--- config.mk ---
export PLATFORM = sky130hd
export DESIGN_NAME = corefifo_wr_ctrl
export DESIGN_NICKNAME = d
export VERILOG_FILES = /design/src/rtl/corefifo_wr_ctrl.sv
export SDC_FILE = /design/constraint.sdc
export NUM_CORES = 1
export LEC_CHECK = 0
export ABC_AREA = 1
export BUFFER_PORTS_ARGS = -buffer_cell sky130_fd_sc_hd__buf_2
export CAP_MARGIN = 20
export CORE_MARGIN = 10
export CORE_UTILIZATION = 35
export CTS_BUF_LIST = sky130_fd_sc_hd__clkbuf_8
export DETAILED_ROUTE_END_ITERATION = 10
export SLEW_MARGIN = 15
export SYNTH_ARGS = -nofsm -noshare
export SYNTH_HDL_FRONTEND = slang
export SYNTH_SLANG_ARGS = --single-unit
--- constraint.sdc ---
create_clock -name clk -period 2.4 [get_ports clk]
set_clock_uncertainty 0.1 [all_clocks]
set_input_delay 0.12 -clock clk [delete_from_list [all_inputs] [get_ports clk]]
set_output_delay 0.12 -clock clk [all_outputs]
set_load 0.05 [all_outputs]
--- src/rtl/corefifo_wr_ctrl.sv ---
// Write-side controller of an asynchronous FIFO: binary/Gray write pointer,
// two-stage read-pointer synchroniser, fill level and full/almost-full flags.
module corefifo_wr_ctrl #(
    parameter int ADDRWIDTH    = 3,
    parameter int AFULL_THRESH = 6
) (
    input  logic                 clk,
    input  logic                 rstn,
    input  logic                 we,
    input  logic [ADDRWIDTH:0]   rd_ptr_gray_async,
    output logic                 mem_we,
    output logic [ADDRWIDTH-1:0] mem_waddr,
    output logic [ADDRWIDTH:0]   wr_ptr_gray,
    output logic                 full,
    output logic                 afull,
    output logic [ADDRWIDTH:0]   wr_count,
    output logic                 overflow
);

    localparam int PW = ADDRWIDTH + 1;
    localparam logic [PW-1:0] DEPTH_C = {1'b1, {ADDRWIDTH{1'b0}}};
    localparam logic [PW-1:0] AFULL_C = PW'(AFULL_THRESH);

    function automatic logic [PW-1:0] gray2bin(input logic [PW-1:0] g);
        logic [PW-1:0] b;
        b[PW-1] = g[PW-1];
        for (int i = PW - 2; i >= 0; i--) begin
            b[i] = b[i+1] ^ g[i];
        end
        return b;
    endfunction

    function automatic logic [PW-1:0] bin2gray(input logic [PW-1:0] b);
        return b ^ (b >> 1);
    endfunction

    logic [PW-1:0] sync1_q, sync2_q;
    logic [PW-1:0] wp_bin_q, wp_bin_d;
    logic [PW-1:0] wp_gray_q, wp_gray_d;
    logic [PW-1:0] count_q, count_d;
    logic          full_q, full_d;
    logic          afull_q, afull_d;
    logic          overflow_q, overflow_d;
    logic [PW-1:0] rp_bin_s;
    logic          accept_s;

    // Next-state: pointer advance, fill level against the synchronised read pointer, flags
    always_comb begin
        rp_bin_s   = gray2bin(sync2_q);
        accept_s   = we & ~full_q;
        wp_bin_d   = wp_bin_q + {{ADDRWIDTH{1'b0}}, accept_s};
        wp_gray_d  = bin2gray(wp_bin_d);
        count_d    = wp_bin_d - rp_bin_s;
        full_d     = (count_d == DEPTH_C);
        afull_d    = (count_d >= AFULL_C);
        overflow_d = we & full_q;
    end

    // Two-flop synchroniser for the read-domain Gray pointer
    always_ff @(posedge clk or negedge rstn) begin
        if (!rstn) begin
            sync1_q <= {PW{1'b0}};
            sync2_q <= {PW{1'b0}};
        end else begin
            sync1_q <= rd_ptr_gray_async;
            sync2_q <= sync1_q;
        end
    end

    // Write pointer, fill level and flag registers
    always_ff @(posedge clk or negedge rstn) begin
        if (!rstn) begin
            wp_bin_q   <= {PW{1'b0}};
            wp_gray_q  <= {PW{1'b0}};
            count_q    <= {PW{1'b0}};
            full_q     <= 1'b0;
            afull_q    <= 1'b0;
            overflow_q <= 1'b0;
        end else begin
            wp_bin_q   <= wp_bin_d;
            wp_gray_q  <= wp_gray_d;
            count_q    <= count_d;
            full_q     <= full_d;
            afull_q    <= afull_d;
            overflow_q <= overflow_d;
        end
    end

    // The strobe is gated by rstn because full alone reads 0 during reset
    assign mem_we      = we & ~full_q & rstn;
    assign mem_waddr   = wp_bin_q[ADDRWIDTH-1:0];
    assign wr_ptr_gray = wp_gray_q;
    assign full        = full_q;
    assign afull       = afull_q;
    assign wr_count    = count_q;
    assign overflow    = overflow_q;

endmodule

==> summary.txt <==
F_max -> 0.444 GHz
Synthesis warning total -> 0
Routed via count -> 686
Internal power -> 944 uW
Setup TNS -> 0 ps
First-pass GRT wire length -> 3120 um
CTS Buf Count -> 3
Antenna cells -> 0
Initial antenna violation count -> 0
Die area -> 5210 um2
H-Tree Depth -> 1
DP Wirelength -> 1400 um
Maximum vdd drop -> 824 uV
HP Class -> reg -> reg
CTS clk-pin slew, worst paths -> 80 ps
Final hold viol count -> 0
Final slew viol count -> 0
Initial Utilization -> 37.5%
Number of global-route vias before repair -> 729
Drt initial violations -> 12
Status -> finished, final reports clean
Placer congestion estimate -> 0.798
Synthesis-stage register bit count -> 22
Req. time, crit path -> 2500 ps
Clock buffer depth -> 2
Post-Syn Area -> 953 um2
Drt pass-1 iters -> 2
DRC -> 0
DR WL/cell -> 12.0 um
RSZ-0062 raised after global routing -> no
Num ports -> 22
Post-synth net total -> 103
CTS tree -> built
Crit path arrival time -> 2360 ps
# rows -> 18
Inst Count DP -> 143
Comb power frac -> 56.6%
Max Cap Violations -> 0
Skew-Pair Late Insertion Delay -> 260 ps
Finished Layout Cells -> 153
Layout net count -> 136
Unique masters post-synth -> 18
Post-layout min period -> 2250 ps
Commonest non-fill, non-tap cell in the layout -> dfrtp_1
Layout area overhead -> 29.1%
Sw frac -> 50.0%
Clk sinks -> 22
Seq pwr share -> 29.5%
Die W -> 72.2 um
Crit start category -> primary input
CP Max Fanout -> 5
Post-Syn Area per Cell -> 10.5 um2
Critical path type -> in -> reg
Switching pwr -> 943 uW
Clock network power share -> 13.9%
FILL cells -> 243
Port Buf Inserts -> 21
Cell Pwr Density -> 1530 nW/um2
Grt total ovfl -> 0
Cells after Synth -> 91
All-Layer GR Usage -> 7.53%
Core ar. -> 2540 um2
Root Buffer -> clkbuf_8
Die Y -> 72.2 um
Sequential area share after synthesis -> 57.7%
Fin crit share -> 93.8%
Critical Path End Type -> register
Tightest Pin Transition -> 279 ps
Commonest cells after routing, fill and taps aside -> dfrtp_1, buf_2, nand2_1
Setup-failing EPs final -> 0
Leak -> 0.666 nW
Largest net degree at the start of global routing -> 23
Detail Route Antenna Nets -> 0
Relative slew slack -> 81.4%
Via/cell ratio -> 4.48
Layout cell share with drive strength beyond 1 -> 31.7%
Total wire length -> 1840 um
Post-CTS setup buffers -> 0
power by group through the flow:
stage / clock (mW) / combinational [mW] / sequential (mW)
floorplan: 0 / 0.447 / 0.934
global placement: 0 / 1.04 / 0.554
detailed placement: 0 / 1.06 / 0.560
CTS: 0.273 / 1.07 / 0.552
global route: 0.289 / 1.18 / 0.569
finish: 0.262 / 1.07 / 0.556
path summary, 6_finish.rpt:
kind | startpoint | to | slack, ps | depth (start not counted)
min in group asynchronous | rstn | sync2_q[1]$_DFF_PN0_ | 320 | 3
max reg2reg | sync2_q[3]$_DFF_PN0_ | full$_DFF_PN0_ | 280 | 11
max in group asynchronous | rstn | wp_bin_q[0]$_DFF_PN0_ | 1660 | 3
min | sync1_q[1]$_DFF_PN0_ | sync2_q[1]$_DFF_PN0_ | 250 | 0
max | we | full$_DFF_PN0_ | 150 | 12
min reg2reg | sync1_q[1]$_DFF_PN0_ | sync2_q[1]$_DFF_PN0_ | 250 | 0
kinds of logic after synthesis:
group / Yosys count / synth area share, %
xor gates and xnor gates: 5 / 5.38
adders and majority gates: 5 / 7.35
AOI/OAI and AO/OA: 2 / 1.44
DFF: 22 / 57.7
and+or+nand+nor: 41 / 21.8
buffers and inverters: 16 / 6.30
routing by layer:
metal	vias to the layer above	GRT usage (%)	routed length, um
met5	-	0	0
met4	0	5.16	50
met3	5	2.45	105
met2	12	13.8	940
met1	325	6.84	745
li1	344	-	-
registers in the layout, indices dropped and copies added (netlist names):
name / flops
overflow: 1
afull: 1
sync1_q: 4
wr_ptr_gray: 3
wp_bin_q: 4
full: 1
sync2_q: 4
wr_count: 4
layout make-up:
type,count,area (um2),area share [%]
sequential,22,551,44.7
multi-input combinational,53,355,28.9
timing repair buffer,28,173,14.0
inverter,16,60.1,4.88
clock buffer,4,55.1,4.47
tap,30,37.5,3.05
cell usage after synthesis (all sizes together):
| library cell | instances | area [um2] |
|---|---|---|
| a21oi | 2 | 13.8 |
| ha | 4 | 50.1 |
| xnor2 | 1 | 8.76 |
| nor2 | 3 | 13.8 |
| nand3 | 8 | 40.0 |
| inv | 16 | 60.1 |
| nand4 | 2 | 12.5 |
| fa | 1 | 20.0 |
| dfrtp | 22 | 551 |
| nor3b | 1 | 7.51 |
| nand2 | 27 | 134 |
| xor2 | 4 | 42.6 |
worst max-delay path, cell delays in order:
cell,delay [ps]
dlygate4sd3_1,540
buf_2,130
inv_1,60
nor2_1,40
ha_1,250
ha_4,330
inv_1,60
fa_1,550
nand2_1,50
inv_1,40
nand3_1,80
nor2_2,100
per-stage QoR:
| step | total power, mW | cell area (um2) | util [%] | hold WS (ps) | worst slack [ps] |
|---|---|---|---|---|---|
| after floorplan | 1.38 | 953 | - | -276 | 19.1 |
| after global placement | 1.59 | 1100 | 43.4 | 63.6 | 233 |
| final | 1.89 | 1230 | 48.4 | 252 | 148 |
| after CTS | 1.89 | 1220 | 47.9 | 254 | 34.6 |
| after detailed placement | 1.62 | 1100 | 43.4 | 73.4 | 209 |
| after global routing | 2.04 | 1230 | 48.4 | 261 | 12.9 |
timing repair:
| item | 4_1_cts | 5_1_grt |
|---|---|---|
| gates resized for setup | 0 | 2 |
| setup endpoints to repair | 0 | 3 |
| hold buffers | 6 | 0 |
| hold endpoints to repair | 27 | 0 |
Note: power is estimated with default switching activity, not from simulation.
